==> src/rtl/store_unit.sv <==
`default_nettype none
// ============================================================================
// Module      : store_unit
// Description : Memory-stage store path. Converts SB/SH/SW into lane-aligned
//               write data and byte strobes, flags misaligned stores, and runs
//               a single-outstanding req/addr_ok/data_ok write handshake while
//               stalling the pipeline until the write completes.
//               Optional feature macro: STORE_TIMEOUT_EN (WAIT-state watchdog).
// Revision    : 1.0 - initial release
// ============================================================================
module store_unit #(
    parameter int TIMEOUT_CYCLES = 255,
    parameter int CNT_W          = 8
) (
    input  logic        clk,
    input  logic        resetn,
    input  logic        memwriteM,
    input  logic        flushM,
    input  logic [5:0]  alucontrolM,
    input  logic [31:0] aluoutM,
    input  logic [31:0] writedataM,
    output logic        saddrerrM,
    output logic        stallM,
    output logic        data_req,
    output logic        data_wr,
    output logic [1:0]  data_size,
    output logic [31:0] data_addr,
    output logic [31:0] data_wdata,
    output logic [3:0]  data_wstrb,
    input  logic        data_addr_ok,
    input  logic        data_data_ok,
    output logic        bus_timeout
);

    // Store opcodes as carried on alucontrolM.
    localparam logic [5:0] c_sb_control = 6'h28;
    localparam logic [5:0] c_sh_control = 6'h29;
    localparam logic [5:0] c_sw_control = 6'h2B;

    typedef enum logic [1:0] {
        ST_IDLE = 2'd0,
        ST_REQ  = 2'd1,
        ST_WAIT = 2'd2
    } state_t;

    state_t      r_state;
    logic        r_wr;
    logic [1:0]  r_size;
    logic [31:0] r_addr;
    logic [31:0] r_wdata;
    logic [3:0]  r_wstrb;

    logic        w_is_sb;
    logic        w_is_sh;
    logic        w_is_sw;
    logic        w_known_op;
    logic        w_misaligned;
    logic        w_start;
    logic        w_wait_done;
    logic [31:0] w_lane_wdata;
    logic [3:0]  w_lane_wstrb;
    logic [1:0]  w_lane_size;

    // A terminal count that does not fit in CNT_W bits can never be reached;
    // this block exists only for such an invalid pairing and holds no logic.
    if ((TIMEOUT_CYCLES < 1) || (TIMEOUT_CYCLES >= (1 << CNT_W))) begin : g_cfg_invalid
    end

    assign w_is_sb    = (alucontrolM == c_sb_control);
    assign w_is_sh    = (alucontrolM == c_sh_control);
    assign w_is_sw    = (alucontrolM == c_sw_control);
    assign w_known_op = w_is_sb | w_is_sh | w_is_sw;

    // Halfwords need bit 0 clear, words need both low bits clear.
    assign w_misaligned = (w_is_sh & aluoutM[0]) | (w_is_sw & (aluoutM[1:0] != 2'b00));
    assign saddrerrM    = memwriteM & w_misaligned;

    // Unknown opcodes never start a transaction.
    assign w_start     = memwriteM & w_known_op & ~saddrerrM & ~flushM & (r_state == ST_IDLE);
    assign w_wait_done = (r_state == ST_WAIT) & data_data_ok;

    // Stall from acceptance until the completing data_ok cycle.
    assign stallM = w_start | ((r_state != ST_IDLE) & ~w_wait_done);

    // Replicate store data across the lanes and select the byte enables.
    always_comb begin
        w_lane_wdata = 32'h0000_0000;
        w_lane_wstrb = 4'b0000;
        w_lane_size  = 2'd0;
        if (w_is_sb) begin
            w_lane_wdata = {4{writedataM[7:0]}};
            w_lane_wstrb = 4'b0001 << aluoutM[1:0];
            w_lane_size  = 2'd0;
        end else if (w_is_sh) begin
            w_lane_wdata = {2{writedataM[15:0]}};
            w_lane_wstrb = aluoutM[1] ? 4'b1100 : 4'b0011;
            w_lane_size  = 2'd1;
        end else if (w_is_sw) begin
            w_lane_wdata = writedataM;
            w_lane_wstrb = 4'b1111;
            w_lane_size  = 2'd2;
        end
    end

`ifdef STORE_TIMEOUT_EN
    logic [CNT_W-1:0] r_cnt;
    logic             r_timeout;
    assign bus_timeout = r_timeout;
`else
    assign bus_timeout = 1'b0;
`endif

    // Handshake FSM with registered bus fields; data_req is decoded from state.
    always_ff @(posedge clk) begin
        if (!resetn) begin
            r_state <= ST_IDLE;
            r_wr    <= 1'b0;
            r_size  <= 2'd0;
            r_addr  <= 32'h0000_0000;
            r_wdata <= 32'h0000_0000;
            r_wstrb <= 4'b0000;
`ifdef STORE_TIMEOUT_EN
            r_cnt     <= '0;
            r_timeout <= 1'b0;
`endif
        end else begin
`ifdef STORE_TIMEOUT_EN
            r_timeout <= 1'b0;
`endif
            case (r_state)
                ST_IDLE: begin
                    if (w_start) begin
                        r_addr  <= aluoutM;
                        r_size  <= w_lane_size;
                        r_wdata <= w_lane_wdata;
                        r_wstrb <= w_lane_wstrb;
                        r_wr    <= 1'b1;
                        r_state <= ST_REQ;
                    end
                end
                ST_REQ: begin
                    // The request is held until accepted; a flush cannot cancel it.
                    if (data_addr_ok) begin
                        if (data_data_ok) begin
                            r_wr    <= 1'b0;
                            r_state <= ST_IDLE;
                        end else begin
                            r_state <= ST_WAIT;
`ifdef STORE_TIMEOUT_EN
                            r_cnt   <= '0;
`endif
                        end
                    end
                end
                ST_WAIT: begin
                    if (data_data_ok) begin
                        r_wr    <= 1'b0;
                        r_state <= ST_IDLE;
`ifdef STORE_TIMEOUT_EN
                    end else if (r_cnt == CNT_W'(TIMEOUT_CYCLES - 1)) begin
                        r_timeout <= 1'b1;
                        r_wr      <= 1'b0;
                        r_state   <= ST_IDLE;
                    end else begin
                        r_cnt <= r_cnt + {{(CNT_W-1){1'b0}}, 1'b1};
`endif
                    end
                end
                default: begin
                    r_state <= ST_IDLE;
                end
            endcase
        end
    end

    assign data_req   = (r_state == ST_REQ);
    assign data_wr    = r_wr;
    assign data_size  = r_size;
    assign data_addr  = r_addr;
    assign data_wdata = r_wdata;
    assign data_wstrb = r_wstrb;

endmodule
`default_nettype wire

==> config.mk <==
export PLATFORM = sky130hd
export DESIGN_NAME = store_unit
export DESIGN_NICKNAME = d
export VERILOG_FILES = /design/src/rtl/store_unit.sv
export SDC_FILE = /design/constraint.sdc
export NUM_CORES = 1
export LEC_CHECK = 0
export CORE_ASPECT_RATIO = 0.8
export CORE_MARGIN = 8
export CORE_UTILIZATION = 40
export CTS_BUF_LIST = sky130_fd_sc_hd__clkbuf_8 sky130_fd_sc_hd__clkbuf_16
export DETAILED_ROUTE_END_ITERATION = 7
export DONT_BUFFER_PORTS = 1
export GPL_TIMING_DRIVEN = 0
export PLACE_DENSITY = 0.59
export REMOVE_ABC_BUFFERS = 1
export SLEW_MARGIN = 5
export SYNTH_ARGS = -nofsm -noshare
export SYNTH_HDL_FRONTEND = slang
export SYNTH_SLANG_ARGS = --single-unit
==> constraint.sdc <==
create_clock -name clk -period 1.67 [get_ports clk]
set_input_delay 0.334 -clock clk [delete_from_list [all_inputs] [get_ports clk]]
set_output_delay 0.334 -clock clk [all_outputs]
set_load 0.02 [all_outputs]
== Word-level counts from Yosys, hierarchy flattened ==
Cells that the tools add are included.
W data, S select, Z words.

* Logic and storage cells: 57
* Register bits after elaboration: 73
* Output and inout port bits: 75
* Bits of input ports: 76

* Reductions and logical operators: 7
* Equality and inequality tests: 8
* Multiplexer cells: 19
* Shifts and indexed selects: 1
* Bitwise operators: 16

{| class="wikitable"
|+ Operator list
! kind !! number
|-
| $mux W32 || 3
|-
| $eq A6 B6 Y1 const B || 3
|-
| $mux W4 || 4
|-
| $mux W2 || 7
|-
| $and A1 B1 Y1 || 9
|-
| $pmux W2 S3 || 1
|-
| $reduce_and A3 Y1 || 2
|-
| $ne A2 B2 Y1 const B || 2
|-
| $or A1 B1 Y1 || 4
|-
| $reduce_bool A2 Y1 || 2
|-
| $shl A1 B2 Y4 const A || 1
|-
| $mux W1 || 3
|-
| $not A1 Y1 || 3
|-
| $pmux W1 S3 || 1
|-
| $reduce_bool A3 Y1 || 1
|-
| $eq A2 B1 Y1 const B || 1
|-
| $eq A2 B2 Y1 const B || 1
|-
| $logic_not A2 Y1 || 1
|-
| $ne A2 B1 Y1 const B || 1
|-
| $reduce_and A2 Y1 || 1
|}

== Logic depth before layout (Yosys ltp) ==
Gate-level depths: netlist (run 1).

* Depth after elaboration: 10
* Gate-level depth with buffers: 7
* Mapped depth without buffers: 6

== Worst setup path after synthesis (run 1) ==
OpenSTA, ideal clock, no wires.

* Path kind: input to output
* Start: input port alucontrolM[2]
* End: output port stallM
* Stages: 7
* Required time: 1.336 ns
* Path slack: -0.338 ns
* Buffers on the path: 3
* Arrival: 1.674 ns
* Cell sequence: and4bb_1 buf_4 o2111a_2 buf_6 buf_2 nor2_1 a31oi_1

* Longest elaborated chain between the ends: 9
* Elaborated cells between the ends (all ways): 15
* Classes of those cells: 3 x eq/ne; 12 x bitwise

{| class="wikitable"
|+ RTL lines
! element !! RTL line !! text
|-
| start: declaration || 19 || <nowiki>input logic [5:0] alucontrolM,</nowiki>
|-
| $eq A6 B6 Y1 (on tied branches) || 70, 71 ||
|-
| $and A1 B1 Y1 || 75 || <nowiki>assign w_misaligned = (w_is_sh & aluoutM[0]) | (w_is_sw & (aluoutM[1:0] != 2'b00));</nowiki>
|-
| $or A1 B1 Y1 || 75 ||
|-
| $and A1 B1 Y1 || 76 || <nowiki>assign saddrerrM = memwriteM & w_misaligned;</nowiki>
|-
| $not A1 Y1 || 79 || <nowiki>assign w_start = memwriteM & w_known_op & ~saddrerrM & ~flushM & (r_state == ST_IDLE);</nowiki>
|-
| $and A1 B1 Y1 * (3 in series) || 79 ||
|-
| $or A1 B1 Y1 * || 83 || <nowiki>assign stallM = w_start | ((r_state != ST_IDLE) & ~w_wait_done);</nowiki>
|-
| end: declaration || 23 || <nowiki>output logic stallM,</nowiki>
|}

Every way passes the cells marked *; elsewhere a longest branch is shown, timed or not.

== Worst setup path after layout (run 1) ==
Same ends and word-level chain as after synthesis.

==> results of run 1 <==
[state kept, by name (all words and copies together) (netlist names)]
register / count
data_addr: 32
data_wdata: 32
data_wstrb: 4
data_size: 2
r_state: 2
data_wr: 1
[power breakdown]
| part | total, mW | internal (mW) | switching, mW |
|---|---|---|---|
| logic | 1.17 | 0.350 | 0.820 |
| registers | 1.83 | 1.78 | 0.0502 |
| clock network | 1.67 | 1.03 | 0.647 |
| total | 4.67 | 3.15 | 1.52 |
[cells in the final DEF, fill, tap and decap left out, types with 3 or more instances in the layout]
| cell | n |
|---|---|
| dfxtp_1 | 71 |
| o2bb2ai_1 | 5 |
| nand2_1 | 4 |
| o21ai_0 | 48 |
| a221o_1 | 8 |
| a21oi_1 | 62 |
| nor2_4 | 3 |
| a21oi_2 | 6 |
| and2_1 | 6 |
| clkbuf_8 | 10 |
| a211oi_1 | 9 |
| a22oi_1 | 11 |
| nand2b_1 | 4 |
| mux2_2 | 3 |
| inv_2 | 4 |
| bufinv_16 | 3 |
| ha_1 | 3 |
| buf_4 | 8 |
| nand4_1 | 16 |
| o2111a_2 | 3 |
| o21ai_1 | 5 |
| mux2i_1 | 6 |
| nand3_1 | 33 |
[critical path, cell delays in order]
cell,delay (ps)
and4bb_4,470
o2111a_2,300
nor2_4,50
a31oi_4,220
[routing by layer]
| layer | part of all wire | wire, um | vias to the layer above | GRT usage |
|---|---|---|---|---|
| met5 | 0 | 0 | - | 0 |
| met2 | 0.49 | 5630 | 117 | 0.318 |
| met4 | 0.0080 | 92 | 0 | 0.0422 |
| met3 | 0.083 | 955 | 8 | 0.0778 |
| met1 | 0.42 | 4770 | 1516 | 0.229 |
| li1 | - | - | 1410 | - |
[cells by family (layout without fill, tap and decap cells)]
family / Yosys count / in the layout / synth area share
AO/OA/AOI/OAI: 165 / 169 / 0.309
buffers and inverters: 46 / 35 / 0.0675
other: 1 / 1 / 0.00113
adder cells (fa/ha/maj): 4 / 4 / 0.0151
AND/OR/NAND/NOR: 82 / 82 / 0.139
flip-flops: 73 / 73 / 0.440
multiplexers: 9 / 9 / 0.0283
[how the worst max path moves through the flow]
| stage | to | slack, ps | from |
|---|---|---|---|
| after floorplan | data_wdata[10]$_SDFFE_PN0P_ | -2330 | r_state[0]$_SDFFE_PN0P_ |
| after global placement | data_wdata[31]$_SDFFE_PN0P_ | -4470 | r_state[0]$_SDFFE_PN0P_ |
| after detailed placement | data_wdata[27]$_SDFFE_PN0P_ | -1590 | r_state[0]$_SDFFE_PN0P_ |
| after CTS | data_wdata[16]$_SDFFE_PN0P_ | -40 | r_state[1]$_SDFFE_PN0P_ |
| after global routing | stallM | -70 | alucontrolM[2] |
| final | stallM | -40 | alucontrolM[2] |
[repair_timing]
item,4_1_cts,5_1_grt
pin swaps,12,3
endpoints found under the hold margin,0,0
gates resized for setup,28,6
cloned,5,0
buffers inserted,11,0
setup endpoints to repair,75,26
[layout make-up]
class	instances	area, um^2
Clock buffer	10	138
Clock inverter	6	106
Fill cell	754	4140
Inverter	6	48.8
Multi-Input combinational cell	265	1810
Sequential cell	73	1460
Tap cell	108	135
Timing Repair Buffer	12	123
Timing Repair inverter	1	16.3
==> run summary, run 1 <==
Final Wtd Congestion - 0.737
initial antenna violation count - 0
via count - 3,051
final period utilization - 1.03
Seq/Total Area, Yosys - 0.440
Placed Cells - 449
vias per cell - 6.34
Post-synth top flop - dfxtp_1
wire per inst - 23.8 um
worst slack, placed - -1590 ps
Worst Reg-to-Reg Cells - 7
Synth area leader - dfxtp_1
flops & latches, synth - 73
CP Max Fanout - 11
Pwr Total - 4.67 mW
Worst VDD drop - 789 uV
Mapped Cells - 380
Critical Path RT - 1340 ps
Worst R2R End - data_wdata[16]$_SDFFE_PN0P_
die height - 97.5 um
Critical Path Source Type - input pin
worst min path class - input pin to flop
worst hold slack - 130 ps
worst hold start - writedataM[18]
unrepaired setup endpoints after global routing - true
PD cells - 1210 mW/mm^2
synthesized area per cell - 8.74 um^2
run status - complete, but fails checks
Synth area leaders - dfxtp_1 (44%), a21oi_1 (9.5%), o21ai_0 (7.2%), nand3_1 (5.0%), nand4_1 (3.0%)
ANT nets after route - 0
element type at the critical path end - primary output
design area - 0.00384 mm^2
clk buf depth - 2
setup violators final - 1
Worst Hold Path Cells - 1
TNS Setup - -44.3 ps
count leader, synth - dfxtp_1
largest net degree at the start of global routing - 36
Post-synth top cells - dfxtp_1 (73), a21oi_1 (63), o21ai_0 (48)
latest clock arrival within the worst-skew pair - 340 ps
Starting DRT DRC Count - 250
RR Startpoint - r_state[0]$_SDFFE_PN0P_
final wirelength - 11,400 um
H-tree lvl count - 3
ys async rst share - 0
Worst-Margin Slew - 734 ps
worst reg-to-reg setup slack - 50 ps
Post-Layout Cell Count - 481
Nets - 448
Crit Path Class - input pin to primary output
placed cell area - 0.00329 mm^2
CTS tree - built
Worst EP arrival - 1380 ps
post-DP HPWL - 6840 um
I/O Buffers - 0
Clk pin slew, worst setup/hold paths - 80 ps
final setup margin - -44.3 ps
die width - 118 um
yosys warns - 0
Final min period - 1710 ps
Pins Over Slew Limit - 0
Max Clock Skew - 5.91 ps
cts hold-fix bufs - 0
global-route wire length before repair - 17,900 um
router iterations before antenna repair - 5
initial core utilization - 0.416
fin util - 0.482
CTS Root Cell - clkbuf_8
clock sink total - 73
Pleak - 1.18 nW
total CTS buffers - 9
failing checks - negative setup slack
Post-synth EDFFs - 0
headroom to the max-slew limit - 0.510
post-synth top area share - 0.440
Residual DRC - 0
synthesized cell area - 0.00332 mm^2
GRT Total Usage - 0.193
Max Cap Viol - 0
hold worst-path end - data_wdata[18]$_SDFFE_PN0P_
Area Overhead vs Synth - 15.8%
GRT overflow - 0
Netlist cell types - 43
IO Pins - 151
fmax - 583 MHz
n_diodes - 0
Fin. Hold Viols - 0
share of layout cells above drive strength 1 - 0.182
vias in the first global route - 3,022
die area - 0.0115 mm^2
Std-Cell Rows - 29
core area - 0.00798 mm^2
(Power assumes the default switching activity.)
==> run 2: changes to the inputs <==
Settings changed: CTS_BUF_LIST sky130_fd_sc_hd__clkbuf_8 sky130_fd_sc_hd__clkbuf_16 to sky130_fd_sc_hd__clkbuf_2 sky130_fd_sc_hd__clkbuf_4 sky130_fd_sc_hd__clkbuf_8.
Clock period 1.67 ns to 1.55 ns, I/O delays scaled along.
==> run summary, run 2 (synthesis gave the netlist of run 1 again) <==
most frequent cells in the layout - dfxtp_1 (71), a21oi_1 (58), o21ai_0 (48)
design area - 0.00409 mm^2
crit-path max cell delay - 350 ps
fmax - 602 MHz
I/O Buffers - 0
headroom to the max-slew limit - 0.500
worst min path class - input pin to flop
element type at the critical path end - primary output
fin util - 0.512
via count - 3,147
final period utilization - 1.07
Worst EP arrival - 1350 ps
Residual DRC - 0
Post-Layout Cell Count - 494
vias per cell - 6.37
final setup margin - -111 ps
setup violators final - 9
flip-flop and latch area - 0.00146 mm^2
Std-Cell Rows - 29
Nets - 461
TNS Setup - -340 ps
clk buf depth - 2
GRT Total Usage - 0.196
Critical Path Source Type - flop
Pleak - 1.30 nW
Starting DRT DRC Count - 244
Worst VDD drop - 767 uV
Critical Path RT - 1240 ps
Crit Path Class - flop to primary output
Placed Cells - 449
Fin. Hold Viols - 0
CTS tree - built
die height - 97.5 um
Clk pin slew, worst setup/hold paths - 80 ps
cells along the critical path - inv_2 -> ha_4 -> buf_12 -> clkinv_16 -> nor2_4 -> a31oi_4
latest clock arrival within the worst-skew pair - 340 ps
core area - 0.00798 mm^2
Max Clock Skew - 5.09 ps
vias in the first global route - 3,051
largest net degree at the start of global routing - 36
multi-input logic area - 0.00185 mm^2
die area - 0.0115 mm^2
worst hold slack - 106 ps
Pins Over Slew Limit - 0
initial core utilization - 0.416
CTS Root Cell - clkbuf_8
wire per inst - 24.6 um
filler cell count - 747
cts hold-fix bufs - 0
initial antenna violation count - 0
GRT overflow - 0
total CTS buffers - 9
Final Wtd Congestion - 0.737
Pwr Total - 5.60 mW
global-route wire length before repair - 18,200 um
n_diodes - 0
ANT nets after route - 0
PD cells - 1370 mW/mm^2
post-DP HPWL - 6840 um
router iterations before antenna repair - 4
IO Pins - 151
Final min period - 1660 ps
CP Max Fanout - 4
final wirelength - 12,200 um
worst slack, placed - -1710 ps
die width - 118 um
unrepaired setup endpoints after global routing - true
clock sink total - 73
slowest stage cell, crit path - dfxtp_2
share of layout cells above drive strength 1 - 0.231
run status - complete, but fails checks
Worst-Margin Slew - 749 ps
placed cell area - 0.00329 mm^2
most common cell after layout, fill and taps aside - dfxtp_1
Max Cap Viol - 0
failing checks - negative setup slack
H-tree lvl count - 3
Area Overhead vs Synth - 23.1%
==> run 2: cell count changes in the layout (fill, tap and decap cells not counted), sizes merged <==
cell    delta
buf        +9
clkinv     +1
inv        -1
clkbuf     +4
==> run 2: cell type report <==
type                    instances  share of cell area
well taps                     108              0.0331
repair buffers                 24              0.0762
clock buffers                  11              0.0355
clock inverters                 5              0.0251
flip-flops and latches         73               0.358
repair inverters                2             0.00796
multi-input cells             265               0.452
inverters                       6              0.0119
==> run 2: routing by layer <==
layer  track usage  vias to the layer above  wire length (um)
li1              -                     1440                 -
met1         0.235                     1592              5240
met2         0.324                      107              5870
met3        0.0778                        8               935
met4        0.0432                        0                99
met5             0                        -                 0
==> run 2: timing repair <==
item	in CTS	in global routing
pin swaps	15	4
gates resized for setup	32	14
setup buffers	19	1
endpoints found under the setup margin	75	65
cloned	6	3
==> run 2: report_power, final <==
group          switching [mW]  internal (mW)  leakage (nW)  total, mW
Sequential             0.0544           1.91         0.589       1.97
Clock                   0.701           1.13         0.123       1.83
Combinational            1.08          0.719         0.584       1.80
Total                    1.84           3.76          1.30       5.60
==> run 2: worst paths after layout <==
path | cells past startpoint | slack (ps) | start | to
min reg2reg | 2 | 580 | data_wr$_SDFFE_PN0P_ | data_wr$_SDFFE_PN0P_
min | 1 | 110 | writedataM[18] | data_wdata[18]$_SDFFE_PN0P_
max reg2reg | 6 | -50 | r_state[1]$_SDFFE_PN0P_ | data_wdata[16]$_SDFFE_PN0P_
max | 6 | -110 | r_state[0]$_SDFFE_PN0P_ | stallM
==> run 2: worst max-delay path, delay by kind of cell (launching register included) <==
family / cells / cell delay, ps
DFF: 1 / 350
buffers and inverters: 3 / 250
AOI/OAI and AO/OA: 1 / 220
adders and majority gates: 1 / 170
and+or+nand+nor: 1 / 30
